===== config.mk =====
export PLATFORM = sky130hd
export DESIGN_NAME = bnn_layer_sequencer
export DESIGN_NICKNAME = d
export VERILOG_FILES = /design/src/rtl/bnn_layer_sequencer.sv
export SDC_FILE = /design/constraint.sdc
export NUM_CORES = 1
export LEC_CHECK = 0
export ABC_AREA = 1
export BUFFER_PORTS_ARGS = -buffer_cell sky130_fd_sc_hd__buf_2
export CORE_MARGIN = 5
export CORE_UTILIZATION = 45
export DETAILED_ROUTE_END_ITERATION = 16
export PLACE_DENSITY = 0.64
export SETUP_SLACK_MARGIN = 0.02
export SLEW_MARGIN = 20
export SYNTH_ARGS = -nofsm -noshare
export SYNTH_HDL_FRONTEND = slang
export SYNTH_SLANG_ARGS = --single-unit
export TNS_END_PERCENT = 1

===== constraint.sdc =====
create_clock -name clk -period 4.25 [get_ports clk]
set_clock_uncertainty 0.05 [all_clocks]
set_input_delay 0.85 -clock clk [delete_from_list [all_inputs] [get_ports clk]]
set_output_delay 0.85 -clock clk [all_outputs]
set_load 0.005 [all_outputs]

===== src/rtl/bnn_layer_sequencer.sv =====
// bnn_layer_sequencer
//   Multi-layer control FSM for the binary NN accelerator. It steps NUM_PE
//   processing elements through cfg_num_layers fully-connected layers back to
//   back. It produces the weight, activation and alpha read addresses, the
//   accumulator load/enable strobes and the activation write-back. The
//   activation RAM is used as two halves that swap roles on every layer.
//
// Ports
//   clk, rst                    rising-edge clock, synchronous active-high reset
//   start                       one-cycle run request, honoured only in IDLE
//   stall                       freezes sequencing while high (ignored in IDLE)
//   cfg_num_layers/_in_words/_out_groups   run configuration, latched on start
//   idle, done, err             status: idle level, completion pulse, bad-config pulse
//   layer_idx                   layer currently being processed
//   load, acc_en                PE accumulator load-all and accumulate enable
//   weight_addr_rd              weight RAM read address
//   activation_addr_rd/_wr      activation RAM read/write addresses
//   activation_enb_wr           per-bit activation write enables
//   alpha_addr_rd               alpha (scale) RAM read address
//
// Every output is a flop. The next value of each output is computed together
// with the next sequencer position. A stall sampled on an edge therefore
// blanks the strobes of the following cycle and leaves the addresses held.
// The step that follows the stall resumes from the position already issued.
module bnn_layer_sequencer #(
  parameter int NUM_PE    = 16,
  parameter int WEIGHT_AW = 9,
  parameter int ACT_AW    = 7,
  parameter int ALPHA_AW  = 8,
  parameter int LAYER_W   = 4,
  parameter int PIPE_LAT  = 2
) (
  input  logic                 clk,
  input  logic                 rst,
  input  logic                 start,
  input  logic                 stall,
  input  logic [LAYER_W-1:0]   cfg_num_layers,
  input  logic [ACT_AW-1:0]    cfg_in_words,
  input  logic [ACT_AW-1:0]    cfg_out_groups,
  output logic                 idle,
  output logic                 done,
  output logic                 err,
  output logic [LAYER_W-1:0]   layer_idx,
  output logic [NUM_PE-1:0]    load,
  output logic                 acc_en,
  output logic [WEIGHT_AW-1:0] weight_addr_rd,
  output logic [ACT_AW-1:0]    activation_addr_rd,
  output logic [ACT_AW-1:0]    activation_addr_wr,
  output logic [NUM_PE-1:0]    activation_enb_wr,
  output logic [ALPHA_AW-1:0]  alpha_addr_rd
);

  localparam logic [ACT_AW-1:0] HALF = ACT_AW'(2 ** (ACT_AW - 1));
  localparam int DW = (PIPE_LAT > 1) ? $clog2(PIPE_LAT) : 1;
  localparam logic [DW-1:0] DRAIN_LAST = DW'(PIPE_LAT - 1);

  typedef enum logic [1:0] {
    S_IDLE    = 2'd0,
    S_COMPUTE = 2'd1,
    S_DRAIN   = 2'd2,
    S_WRITE   = 2'd3
  } state_t;

  state_t state_r, state_s;
  logic [ACT_AW-1:0]    k_r, k_s, g_r, g_s;
  logic [LAYER_W-1:0]   layer_r, layer_s;
  logic [DW-1:0]        d_r, d_s;
  logic [WEIGHT_AW-1:0] wptr_r, wptr_s;        // next weight address to issue
  logic [ALPHA_AW-1:0]  aptr_r, aptr_s;
  logic [LAYER_W-1:0]   cfg_layers_r, cfg_layers_s;
  logic [ACT_AW-1:0]    cfg_in_r, cfg_in_s, cfg_groups_r, cfg_groups_s;
  logic                 idle_r, idle_s, done_r, done_s, err_r, err_s, acc_en_r, acc_en_s;
  logic [NUM_PE-1:0]    load_r, load_s, enb_r, enb_s;
  logic [WEIGHT_AW-1:0] w_addr_r, w_addr_s;
  logic [ACT_AW-1:0]    act_rd_r, act_rd_s, act_wr_r, act_wr_s;
  logic [ACT_AW-1:0]    in_words_s, rd_base_s, wr_base_s;
  logic                 cfg_bad_s;

  // Layer-dependent decode: words per group and which RAM half is read/written.
  always_comb begin
    in_words_s = (layer_r == LAYER_W'(0)) ? cfg_in_r : cfg_groups_r;
    rd_base_s  = layer_r[0] ? HALF : ACT_AW'(0);
    wr_base_s  = layer_r[0] ? ACT_AW'(0) : HALF;
    cfg_bad_s  = (cfg_num_layers == LAYER_W'(0)) || (cfg_in_words == ACT_AW'(0)) ||
                 (cfg_out_groups == ACT_AW'(0)) || (cfg_in_words > HALF) ||
                 (cfg_out_groups > HALF);
  end

  // Next sequencer position and next output values.
  always_comb begin
    state_s      = state_r;
    k_s          = k_r;
    g_s          = g_r;
    layer_s      = layer_r;
    d_s          = d_r;
    wptr_s       = wptr_r;
    aptr_s       = aptr_r;
    cfg_layers_s = cfg_layers_r;
    cfg_in_s     = cfg_in_r;
    cfg_groups_s = cfg_groups_r;
    idle_s       = 1'b0;
    done_s       = 1'b0;
    err_s        = 1'b0;
    acc_en_s     = 1'b0;
    load_s       = {NUM_PE{1'b0}};
    enb_s        = {NUM_PE{1'b0}};
    w_addr_s     = w_addr_r;
    act_rd_s     = act_rd_r;
    act_wr_s     = ACT_AW'(0);
    case (state_r)
      S_IDLE: begin
        idle_s = 1'b1;
        if (start) begin
          if (cfg_bad_s) begin
            err_s = 1'b1;
          end else begin
            cfg_layers_s = cfg_num_layers;
            cfg_in_s     = cfg_in_words;
            cfg_groups_s = cfg_out_groups;
            state_s      = S_COMPUTE;
            k_s          = ACT_AW'(0);
            g_s          = ACT_AW'(0);
            layer_s      = LAYER_W'(0);
            d_s          = DW'(0);
            aptr_s       = ALPHA_AW'(0);
            w_addr_s     = WEIGHT_AW'(0);
            wptr_s       = WEIGHT_AW'(1);
            act_rd_s     = ACT_AW'(0);
            load_s       = {NUM_PE{1'b1}};
            acc_en_s     = 1'b1;
            idle_s       = 1'b0;
          end
        end else begin
          state_s = S_IDLE;
        end
      end
      S_COMPUTE: begin
        if (stall) begin
          state_s = S_COMPUTE;
        end else if (k_r == in_words_s - ACT_AW'(1)) begin
          state_s = S_DRAIN;
          d_s     = DW'(0);
        end else begin
          k_s      = k_r + ACT_AW'(1);
          act_rd_s = rd_base_s + k_r + ACT_AW'(1);
          w_addr_s = wptr_r;
          wptr_s   = wptr_r + WEIGHT_AW'(1);
          acc_en_s = 1'b1;
        end
      end
      S_DRAIN: begin
        if (stall) begin
          state_s = S_DRAIN;
        end else if (d_r == DRAIN_LAST) begin
          state_s  = S_WRITE;
          act_wr_s = wr_base_s + g_r;
          enb_s    = {NUM_PE{1'b1}};
        end else begin
          d_s = d_r + DW'(1);
        end
      end
      S_WRITE: begin
        if (stall) begin
          act_wr_s = act_wr_r;   // stay on the write address, enables stay off
        end else begin
          aptr_s = aptr_r + ALPHA_AW'(1);
          if ((g_r != cfg_groups_r - ACT_AW'(1)) || (layer_r != cfg_layers_r - LAYER_W'(1))) begin
            // Next group: same layer, or the first group of the next layer
            // reading the half that was just written.
            state_s  = S_COMPUTE;
            k_s      = ACT_AW'(0);
            w_addr_s = wptr_r;
            wptr_s   = wptr_r + WEIGHT_AW'(1);
            load_s   = {NUM_PE{1'b1}};
            acc_en_s = 1'b1;
            if (g_r != cfg_groups_r - ACT_AW'(1)) begin
              g_s      = g_r + ACT_AW'(1);
              act_rd_s = rd_base_s;
            end else begin
              g_s      = ACT_AW'(0);
              layer_s  = layer_r + LAYER_W'(1);
              act_rd_s = wr_base_s;
            end
          end else begin
            state_s = S_IDLE;
            done_s  = 1'b1;
            idle_s  = 1'b1;
          end
        end
      end
      default: begin
        state_s = S_IDLE;
        idle_s  = 1'b1;
      end
    endcase
  end

  // State, counters and output registers.
  always_ff @(posedge clk) begin
    if (rst) begin
      state_r      <= S_IDLE;
      k_r          <= ACT_AW'(0);
      g_r          <= ACT_AW'(0);
      layer_r      <= LAYER_W'(0);
      d_r          <= DW'(0);
      wptr_r       <= WEIGHT_AW'(0);
      aptr_r       <= ALPHA_AW'(0);
      cfg_layers_r <= LAYER_W'(0);
      cfg_in_r     <= ACT_AW'(0);
      cfg_groups_r <= ACT_AW'(0);
      idle_r       <= 1'b1;
      done_r       <= 1'b0;
      err_r        <= 1'b0;
      acc_en_r     <= 1'b0;
      load_r       <= {NUM_PE{1'b0}};
      enb_r        <= {NUM_PE{1'b0}};
      w_addr_r     <= WEIGHT_AW'(0);
      act_rd_r     <= ACT_AW'(0);
      act_wr_r     <= ACT_AW'(0);
    end else begin
      state_r      <= state_s;
      k_r          <= k_s;
      g_r          <= g_s;
      layer_r      <= layer_s;
      d_r          <= d_s;
      wptr_r       <= wptr_s;
      aptr_r       <= aptr_s;
      cfg_layers_r <= cfg_layers_s;
      cfg_in_r     <= cfg_in_s;
      cfg_groups_r <= cfg_groups_s;
      idle_r       <= idle_s;
      done_r       <= done_s;
      err_r        <= err_s;
      acc_en_r     <= acc_en_s;
      load_r       <= load_s;
      enb_r        <= enb_s;
      w_addr_r     <= w_addr_s;
      act_rd_r     <= act_rd_s;
      act_wr_r     <= act_wr_s;
    end
  end

  assign idle               = idle_r;
  assign done               = done_r;
  assign err                = err_r;
  assign layer_idx          = layer_r;
  assign load               = load_r;
  assign acc_en             = acc_en_r;
  assign weight_addr_rd     = w_addr_r;
  assign activation_addr_rd = act_rd_r;
  assign activation_addr_wr = act_wr_r;
  assign activation_enb_wr  = enb_r;
  assign alpha_addr_rd      = aptr_r;

endmodule

* After elaboration in Yosys (flattened, before gate mapping)
Cells that the tools add are included.
** Cells by class
- Add/sub/neg operators :: 12
- Magnitude comparators :: 2
- Eq/ne operators :: 18
- Muxes and demuxes :: 82
- Bitwise operators :: 5
- Reduce and logical (&&, ||, !) cells :: 23
** Operator list (count)
- $mux W7 :: 20
- $mux W9 :: 12
- $mux W16 :: 5
- $pmux W9 S3 :: 2
- $pmux W7 S3 :: 2
- $pmux W16 S2 :: 1
- $pmux W7 S2 :: 2
- $mux W8 :: 3
- $add A7 B1 Y7 const B :: 3
- $mux W4 :: 5
- $ne A2 B2 Y1 const B :: 9
- $mux W1 :: 17
- $pmux W8 S2 :: 1
- $add A7 B7 Y7 :: 2
- $gt A7 B7 Y1 const B :: 2
- $logic_not A7 Y1 :: 2
- $mux W2 :: 7
- $sub A7 B1 Y7 const B :: 2
- $reduce_and A6 Y1 :: 2
- $add A9 B1 Y9 const B :: 1
- $ne A3 B3 Y1 const B :: 3
- $add A8 B1 Y8 const B :: 1
- $logic_not A4 Y1 :: 2
- $pmux W2 S4 :: 1
- other kinds (22) :: 35
** Word-level totals
- Flip-flop bits (word level) :: 115
- Output and inout port bits :: 71
- Word-level logic and storage cells :: 161

* Longest topological paths before layout
Gate-level depths: netlist (run 1).
- Depth after elaboration :: 8
- Mapped depth :: 21

* Worst setup path before layout (run 1)
OpenSTA, ideal clock, no wires.
- Kind :: register -> register
- Start point :: register layer_r[0] (netlist: layer_idx[0])
- End point :: register w_addr_r[4] (netlist: weight_addr_rd[4])
- Setup time :: 113 ps
- Data arrival time :: 2492 ps
- Data required time :: 4087 ps
- Slack :: 1595 ps
- Stages on the path, launching flop included :: 19
- Buffers on the path :: 3
- Clock period less this slack :: 2655 ps
- Path through :: dfxtp_1 > buf_2 > inv_1 > ha_1 > buf_2 > nand3_1 > nand2_2 > ha_1 > xor2_1 > nand3_1 > nor2_1 > nand2_1 > nor2_2 > nand3_4 > nand2_4 > inv_4 > buf_6 > nor2_1 > nor2_1
** Between the ends
- Cells in the longest elaborated chain, start to end :: 6
- Elaborated cells between the ends (all ways) :: 9
** RTL lines
- from (decl) :: line 66 : logic [LAYER_W-1:0] layer_r, layer_s;
- from (signal assigned) :: line 224 : layer_r <= layer_s;
- $logic_not A4 Y1 :: line 81 : in_words_s = (layer_r == LAYER_W'(0)) ? cfg_in_r : cfg_groups_r;
- $mux W7 :: line 81
- $sub A7 B1 Y7 :: line 140 : end else if (k_r == in_words_s - ACT_AW'(1)) begin
- $eq A7 B7 Y1 :: line 140
- $ne A2 B2 Y1 (no source line)
- $reduce_and A7 Y1 (no source line) *
- to (signal assigned) :: line 237 : w_addr_r <= w_addr_s;
- to (decl) :: line 74 : logic [WEIGHT_AW-1:0] w_addr_r, w_addr_s;
Every way passes the cells marked *; elsewhere a longest branch is shown, timed or not.
A chain may end at the register's enable or synchronous reset.

* Final worst setup path (run 1)
- Start point :: register layer_r[0] (netlist: layer_idx[0])
- End point :: register w_addr_r[3] (netlist: weight_addr_rd[3])
Same word-level chain as after synthesis.

==> run_results.csv, run 1 <==
group,metric,value,unit
yosys,synthXorXnorAreaFrac,6.228,%
cells_and_area,mostFrequentLayoutCells,"nand2_1, buf_2, nor2_1, dfxtp_1, nand3_1",
cells_and_area,fillCellCount,1089,
die,rows,38,
placement,dp_hpwl,8923,microns
power,p_total,2.838,mW
placement,gp_congestion,0.8769,
drt,num_vias,4713,
timing,drv_slew,0,
timing,fin_ws,0.8595,ns
drt,vias_per_cell,5.101,
cells_and_area,nets,813,
cells_and_area,area_growth,10.07,%
yosys,yosys.area_share.simple,33.32,%
timing,fmax,294.9,MHz
setup_path,critical_path_arrival,3.65,ns
power,ir_drop,0.0002346,V
yosys,synthTopCellsByArea,"dfxtp_1, nand2_1, nand3_1",
clocking,clk_pin_slew,0.09,ns
setup_path,critical_path.slowest_cell,"ha_1",
yosys,ys_warn_count,0,
setup_path,end_kind,"register",
placement,place_area,5205,sq um
drt,antenna_left,0,
clocking,insertion_delay,0.37,ns
drt,drt_iter0_drc,288,
cells_and_area,final_common_cell,"nand2_1",
worst_hold_path,whs_path_depth,2,
timing,maxSlewHeadroom,49.69,%
die,io_pins,93,
setup_path,path_buf_inv,2,
yosys,synth_fp_nets,764,
yosys,synth.distinct_cells,35,
clocking,cts.hold.buffers_added,0,
outcome,outcome,"completed",
drt,drt-total-wl,11930,microns
yosys,synth_top_family_by_area,"simple AND/OR/NAND/NOR gates",
timing,finalSetupViolations,0,
yosys,yosysSeqAreaShare,33.76,%
yosys,syn_avg_cell_area,6.752,sq um
clocking,cts_buffers,9,
setup_path,worst_setup_path_start_kind,"register",
cells_and_area,final_util,50.20,%
worst_hold_path,holdCritPathClass,"register to register",
placement,dp.cells,907,
setup_path,worstPathRequired,4.51,ns
yosys,synth_fa_ha_area_share,3.305,%
die,fp.dieW,114.6,microns
global_route,grt_max_degree,44,
drt,wire_per_inst,12.91,microns
yosys,synth.cell_area,4922,sq um
die,initial_utilization,45.61,%
timing,hold_slack,0.4170,ns
die,fp.dieArea,13130,sq um
timing,fin_tns_setup,0,ns
timing,rsz0062_at_grt,"false",
die,die_y,114.6,microns
placement,io_buffer_count,92,
clocking,clockBufferDepth,2,
yosys,synth_cells,729,
setup_path,path_depth,18,
drt,drt-pass1-iter-count,5,
clocking,htreeDepth,3,
cells_and_area,drive_above_1_share,17.62,%
power,power_density,523.8,nW/um^2
global_route,antenna_found_initial,0,
global_route,grt_usage,18.44,%
drt,drc,0,
setup_path,r2r_cells,18,
setup_path,cp_cell_sequence,"inv_1, ha_1, nand2_2, nand2_1, nand2_1, ha_1, nand3b_1, nand3_1, nand2_1, nor2_1, nand2_1, nor2_2, nand3_4, nand2_4, inv_4, nand2_1, nand2_1, nor2_1",
global_route,overflow,0,
yosys,synth_top_cell_by_area,"dfxtp_1",
clocking,clock_sinks,83,
clocking,root_buffer,"clkbuf_8",
setup_path,cp_max_fo,24,
cells_and_area,final_cells,924,
timing,hold_viol,0,
clocking,tritoncts,"done",
run,drv_cap,0,
global_route,grt_pass1_wl,19680,microns
yosys,synthMuxAreaShare,0,%
setup_path,slowest_delay,0.44,ns
global_route,grt_pass1_vias,4258,
yosys,synth-compound-area-share,10.60,%
clocking,post_cts_buffers,0,
timing,finalCritPeriodShare,79.78,%
timing,worst_pin_slew,0.7519,ns
setup_path,crit_family,"simple AND/OR/NAND/NOR gates",
clocking,post_cts_resized,0,
setup_path,critPathKind,"register to register",
timing,period_needed,3.391,ns
placement,place_ws,0.8614,ns
cells_and_area,fin_area,5418,sq um
setup_path,critPathMostFrequentCell,"nand2_1",
die,core_area,10790,sq um
yosys,synth_top_area_share,33.76,%
yosys,ys_seq_elements,83,
power,power_leakage,2.392,nW
[cell type report]
cell class,instances,area (sq um),share of cell area (%)
Sequential cell,83,1662,30.67
Clock inverter,6,72.57,1.339
Inverter,69,261.5,4.827
Multi-Input combinational cell,521,2631,48.57
Timing Repair Buffer,94,475.5,8.776
Antenna cell,1,2.502,0.04619
Clock buffer,10,137.6,2.540
Tap cell,140,175.2,3.233
[report_power, final]
part           switching, mW  total, mW  internal [mW]
sequential             0.105       1.00          0.896
combinational          0.803       1.23          0.427
clock                  0.314      0.608          0.294
total                   1.22       2.84           1.62
[sequential cells by signal, summed over array words and instances (netlist names), 4 cells and up, named ones only]
signal              flops
weight_addr_rd          9
wptr_r                  9
alpha_addr_rd           8
activation_addr_rd      7
activation_addr_wr      7
cfg_groups_r            7
cfg_in_r                7
g_r                     7
k_r                     5
cfg_layers_r            4
layer_idx               4
[tightest hold or removal path: cells and delay by family (launching register included)]
kind                   cells  cell delay, ns
flip-flops                 1            0.33
buffers and inverters      1            0.05
AO/OA/AOI/OAI              1            0.05
[layer usage]
layer  vias up  share of wire [%]  routed length (microns)  track usage (%)
li1       2417                  -                        -                -
met1      2150                 47                     5634            24.46
met2       130                 46                     5449            29.61
met3        16                5.7                      678            3.700
met4         0                1.4                      167            6.809
met5         -                  0                        0                0
[synthesized netlist by cell type, drive strengths merged]
master    n
xor2     19
o21ai    38
nor3     15
clkinv    2
nand3    77
nand3b    3
o31ai     1
o2111a    1
dfxtp    83
xnor2    16
or2       3
buf      41
ha       13
nand2   166
o21bai    1
inv      67
clkbuf   15
nor2     97
a21oi    59
a32o      1
nand4     9
nor4      2
[cells by family after synthesis]
group	count (synthesis)
AOI/OAI and AO/OA	101
DFF	83
xor gates and xnor gates	35
and+or+nand+nor	372
buffers and inverters	125
adders and majority gates	13
[path summary, 6_finish.rpt]
check,slack [ns],startpoint,end
worst max-delay path,0.86,layer_idx[0]$_SDFFE_PP0P_,weight_addr_rd[3]$_SDFFE_PP0P_
worst min-delay path,0.42,cfg_layers_r[3]$_SDFFE_PP0P_,cfg_layers_r[3]$_SDFFE_PP0P_
worst max register to register,0.86,layer_idx[0]$_SDFFE_PP0P_,weight_addr_rd[3]$_SDFFE_PP0P_
worst min register to register,0.42,cfg_layers_r[3]$_SDFFE_PP0P_,cfg_layers_r[3]$_SDFFE_PP0P_
Power figures use the tool's default switching activity.
==> run 2: changes to the inputs <==
--- a/config.mk
+++ b/config.mk
@@ -10,7 +10,7 @@
 export CORE_MARGIN = 5
 export CORE_UTILIZATION = 45
 export DETAILED_ROUTE_END_ITERATION = 16
-export PLACE_DENSITY = 0.64
+export PLACE_DENSITY = 0.67
 export SETUP_SLACK_MARGIN = 0.02
 export SLEW_MARGIN = 20
 export SYNTH_ARGS = -nofsm -noshare
==> constraint.sdc (replaced) <==
create_clock -name clk -period 2.9 [get_ports clk]
set_clock_uncertainty 0.05 [all_clocks]
set_input_delay 0.58 -clock clk [delete_from_list [all_inputs] [get_ports clk]]
set_output_delay 0.58 -clock clk [all_outputs]
set_load 0.005 [all_outputs]
==> run 2 against run 1 <==
Net effect:
- combinational power increased by 56%
- hold slack got worse by 0.0025 ns
- die area stayed put
- first-iteration DRC count is 22% lower
- via count is 1.3% higher
- sequential share of layout area shrank 0.77 points
- global-route usage up 1.2 points
- final cell count is 1.1% higher
- register-to-register slack worse by 0.62 ns
- largest power group unchanged
- highest routed layer unchanged
==> run_results.csv, run 2 (synthesis gave the netlist of run 1 again) <==
group,metric,value,unit
outcome,outcome,"completed",
die,fp.dieArea,13130,sq um
drt,antenna_left,0,
cells_and_area,regArea,1662,sq um
drt,vias_per_cell,5.112,
timing,finalCritPeriodShare,91.71,%
global_route,grt_usage,19.66,%
setup_path,end_kind,"register",
global_route,use_met1,25.14,%
die,die_y,114.6,microns
drt,drc,0,
global_route,grt_pass1_vias,4593,
clocking,cts.hold.buffers_added,0,
clocking,tritoncts,"done",
power,power_density,790.7,nW/um^2
timing,worst_pin_slew,0.7413,ns
placement,dp_hpwl,9497,microns
clocking,cts_buffers,9,
global_route,use_met2,34.07,%
cells_and_area,nets,824,
clocking,htreeDepth,3,
timing,fin_ws,0.2404,ns
setup_path,cp_max_fo,15,
setup_path,worstPathRequired,3.10,ns
worst_hold_path,holdCritPathClass,"register to register",
cells_and_area,diodes,0,
cells_and_area,area_growth,12.91,%
timing,rsz0062_at_grt,"true",
timing,hold_slack,0.4146,ns
setup_path,critPathKind,"register to register",
clocking,clk_pin_slew,0.09,ns
timing,drv_slew,0,
global_route,grt-busiest-layer,"met2",
clocking,insertion_delay,0.36,ns
timing,maxSlewHeadroom,50.40,%
timing,period_needed,2.660,ns
cells_and_area,mostFrequentLayoutCells,"nand2_1, buf_2, nor2_1, dfxtp_1, nand3_1",
run,drv_cap,0,
clocking,root_buffer,"clkbuf_8",
timing,fin_tns_setup,0,ns
die,initial_utilization,45.61,%
clocking,clock_sinks,83,
global_route,grt_max_degree,38,
placement,place_ws,0.04915,ns
power,power_leakage,2.470,nW
drt,num_vias,4775,
clocking,post_cts_buffers,0,
clocking,post_cts_resized,0,
clocking,clockBufferDepth,2,
timing,fmax,376.0,MHz
die,fp.dieW,114.6,microns
setup_path,worst_setup_path_start_kind,"register",
cells_and_area,final_common_cell,"nand2_1",
drt,drt_iter0_drc,224,
setup_path,critical_path_arrival,2.86,ns
die,rows,38,
cells_and_area,drive_above_1_share,19.14,%
global_route,grt_pass1_wl,21160,microns
drt,wire_per_inst,13.37,microns
power,ir_drop,0.0003248,V
placement,io_buffer_count,92,
die,io_pins,93,
timing,hold_viol,0,
drt,drt-pass1-iter-count,7,
placement,gp_congestion,0.8450,
drt,drt-total-wl,12490,microns
global_route,antenna_found_initial,0,
global_route,met3_usage,3.647,%
timing,finalSetupViolations,0,
power,p_total,4.395,mW
cells_and_area,fillCellCount,1073,
die,core_area,10790,sq um
global_route,overflow,0,
cells_and_area,multi_input_area,2663,sq um
-- run 2: path summary, 6_finish.rpt --
path	from	endpoint	slack (ns)	cells past startpoint
setup / recovery	layer_idx[1]$_SDFFE_PP0P_	d_r$_SDFFE_PP0P_	0.24	17
hold reg to reg	activation_addr_rd[4]$_SDFFE_PP0P_	activation_addr_rd[4]$_SDFFE_PP0P_	0.41	2
setup reg to reg	layer_idx[1]$_SDFFE_PP0P_	d_r$_SDFFE_PP0P_	0.24	17
hold / removal	activation_addr_rd[4]$_SDFFE_PP0P_	activation_addr_rd[4]$_SDFFE_PP0P_	0.41	2
-- run 2: critical path, cell delays in order, from the launching register on --
cell     delay (ns)
dfxtp_1        0.33
inv_1          0.10
ha_4           0.18
nand2_2        0.09
nand2_1        0.08
nand2_1        0.14
ha_1           0.34
xor2_1         0.18
nand3_1        0.10
nor2_1         0.11
nand2_1        0.09
nor2_2         0.16
nand3_4        0.12
buf_4          0.21
nand2_1        0.11
nand3_1        0.07
nand2_1        0.06
nor2_1         0.04
-- run 2: area by class of cell --
cell class	count	area share, %
Multi-Input combinational cell	521	47.91
Sequential cell	83	29.90
Timing Repair Buffer	105	10.04
Inverter	69	4.705
Tap cell	140	3.152
Clock buffer	10	2.296
Clock inverter	6	2.004
-- run 2: metal layers --
layer,vias to the layer above,routed length (microns),part of all wire [%]
li1,2438,-,-
met1,2180,5553,44
met2,147,6057,48
met3,10,781,6.3
met4,0,98,0.78
met5,-,0,0
-- run 2: stage by stage --
| stage | cells | util, % | area [sq um] |
|---|---|---|---|
| after floorplan | 729 | - | 4922 |
| after global placement | 918 | 48.99 | 5288 |
| after detailed placement | 918 | 48.99 | 5288 |
| after CTS | 934 | 51.21 | 5527 |
| after global routing | 934 | 51.50 | 5558 |
| final | 934 | 51.50 | 5558 |
-- run 2: power by group --
group	switching (mW)	leakage (nW)	internal, mW
registers	0.145	0.674	1.31
clock network	0.442	0.117	0.574
logic	1.24	1.68	0.680
==> run 3: changes to the inputs <==
--- a/config.mk
+++ b/config.mk
@@ -10,7 +10,7 @@
 export CORE_MARGIN = 5
 export CORE_UTILIZATION = 45
 export DETAILED_ROUTE_END_ITERATION = 16
-export PLACE_DENSITY = 0.67
+export PLACE_DENSITY = 0.64
 export SETUP_SLACK_MARGIN = 0.02
 export SLEW_MARGIN = 20
 export SYNTH_ARGS = -nofsm -noshare
==> constraint.sdc (replaced) <==
create_clock -name clk -period 2.5 [get_ports clk]
set_clock_uncertainty 0.05 [all_clocks]
set_input_delay 0.5 -clock clk [delete_from_list [all_inputs] [get_ports clk]]
set_output_delay 0.5 -clock clk [all_outputs]
set_load 0.005 [all_outputs]
==> run 3 against run 2 <==
Net effect:
- global-route usage down 0.47 points
- non-clock buffer count is 15 higher
- largest cell class unchanged
- first-iteration DRC count increased by 6.7%
- highest routed layer unchanged
- total power rose by 19%
- largest power group unchanged
- maximum frequency up 15%
- sequential cell count did not move
- cell area grew 3.0%
- sequential share of layout area fell by 0.82 points
- die area stayed put
- hold slack lost 0.033 ns
- critical path depth decreased by 5
==> run_results.csv, run 3 (synthesis gave the netlist of run 1 again) <==
group,metric,value,unit
placement,place_ws,-0.1283,ns
clocking,clockBufferDepth,2,
global_route,grt_max_degree,43,
cells_and_area,area_growth,16.34,%
power,ir_drop,0.0004265,V
global_route,use_met1,24.68,%
timing,finalSetupViolations,0,
setup_path,end_kind,"register",
clocking,tritoncts,"done",
global_route,grt-busiest-layer,"met2",
setup_path,worst_setup_path_start_kind,"register",
drt,wire_per_inst,13.10,microns
timing,rsz0062_at_grt,"false",
cells_and_area,fillCellCount,1084,
drt,num_vias,4798,
drt,vias_per_cell,5.051,
drt,antenna_left,0,
global_route,grt_pass1_wl,20490,microns
cells_and_area,final_util,53.06,%
setup_path,r2r_setup_slack,0.19,ns
die,rows,38,
die,die_y,114.6,microns
global_route,grt_pass1_vias,4438,
timing,hold_viol,0,
cells_and_area,final_common_cell,"nand2_1",
placement,io_buffer_count,92,
clocking,cts_buffers,9,
worst_hold_path,holdCritPathClass,"primary input to register",
cells_and_area,diodes,0,
cells_and_area,mostFrequentLayoutCells,"nand2_1, buf_2, nor2_1",
timing,fin_tns_setup,0,ns
drt,drt-pass1-iter-count,5,
die,fp.dieW,114.6,microns
placement,dp.cells,931,
clocking,clock_sinks,83,
setup_path,cp_max_fo,7,
timing,fmax,432.7,MHz
clocking,clk_pin_slew,0.09,ns
run,drv_cap,0,
drt,drt_iter0_drc,239,
timing,fin_ws,0.1889,ns
global_route,antenna_found_initial,0,
clocking,htreeDepth,3,
timing,maxSlewHeadroom,72.77,%
setup_path,critPathKind,"register to register",
die,io_pins,93,
drt,drt-total-wl,12450,microns
die,initial_utilization,45.61,%
power,power_leakage,2.553,nW
setup_path,critical_path_arrival,2.51,ns
cells_and_area,nets,840,
global_route,overflow,0,
outcome,outcome,"completed",
timing,worst_pin_slew,0.4048,ns
global_route,met3_usage,4.915,%
global_route,grt_usage,19.19,%
power,power_density,910.2,nW/um^2
placement,gp_congestion,0.8824,
cells_and_area,final_cells,950,
clocking,root_buffer,"clkbuf_8",
cells_and_area,regArea,1665,sq um
timing,period_needed,2.311,ns
timing,finalCritPeriodShare,92.44,%
drt,drc,0,
clocking,insertion_delay,0.38,ns
die,fp.dieArea,13130,sq um
cells_and_area,drive_above_1_share,22.10,%
setup_path,worstPathRequired,2.70,ns
die,core_area,10790,sq um
placement,dp_hpwl,9428,microns
timing,drv_slew,0,
cells_and_area,multi_input_area,2711,sq um
global_route,use_met2,32.01,%
==> run 3: timing repair <==
action,4_1_cts,5_1_grt
pin swaps,0,7
endpoints found under the setup margin,23,39
cloned,0,1
buffers inserted,0,2
resized for setup,2,18
hold buffers,0,0
==> run 3: report_power, final <==
group          switching (mW)  leakage [nW]  internal, mW
Combinational            1.50          1.77         0.946
Sequential              0.165         0.675          1.53
Clock                   0.482         0.111         0.591
Total                    2.15          2.55          3.06
==> run 3: path summary, 6_finish.rpt <==
path,start,endpoint,depth (start not counted)
setup / recovery,cfg_groups_r[1]$_SDFFE_PP0P_,activation_addr_rd[4]$_SDFFE_PP0P_,12
hold / removal,cfg_in_words[0],cfg_in_r[0]$_SDFFE_PP0P_,3
setup reg to reg,cfg_groups_r[1]$_SDFFE_PP0P_,activation_addr_rd[4]$_SDFFE_PP0P_,12
hold reg to reg,cfg_in_r[5]$_SDFFE_PP0P_,cfg_in_r[5]$_SDFFE_PP0P_,2
==> run 3: final cells by class <==
cell class	count	area share (%)
timing repair buffer	120	11.99
inverter	69	4.697
tap	140	3.059
multi-input combinational	522	47.35
clock buffer	12	2.534
sequential	83	29.08
clock inverter	4	1.289
==> run 3: metrics by stage <==
step / power [mW] / hold slack (ns) / cell area [sq um]
6_report: 5.213 / 0.3812 / 5727
5_1_grt: 5.658 / 0.3732 / 5727
4_1_cts: 5.129 / 0.3727 / 5643
3_5_place_dp: 4.034 / 0.3981 / 5414
3_3_place_gp: 3.989 / 0.3963 / 5414
2_1_floorplan: 3.442 / 0.3743 / 4951
==> run 3: metal layers <==
| metal | up-vias | part of all wire [%] | routed length [microns] |
|---|---|---|---|
| li1 | 2484 | - | - |
| met1 | 2171 | 45 | 5623 |
| met2 | 135 | 47 | 5907 |
| met3 | 8 | 6.3 | 790 |
| met4 | 0 | 1.0 | 126 |
| met5 | - | 0 | 0 |
==> run 3: critical path: stages, from the launching register on <==
cell and delay [ns]:
dfxtp_1 0.35, inv_1 0.11, ha_2 0.23, or2_1 0.23, nand3_1 0.07, nand2_1 0.06, nor3_2 0.26, nand4_1 0.22
nand2_2 0.13, inv_2 0.09, buf_4 0.17, nand3_1 0.13, a21oi_1 0.08
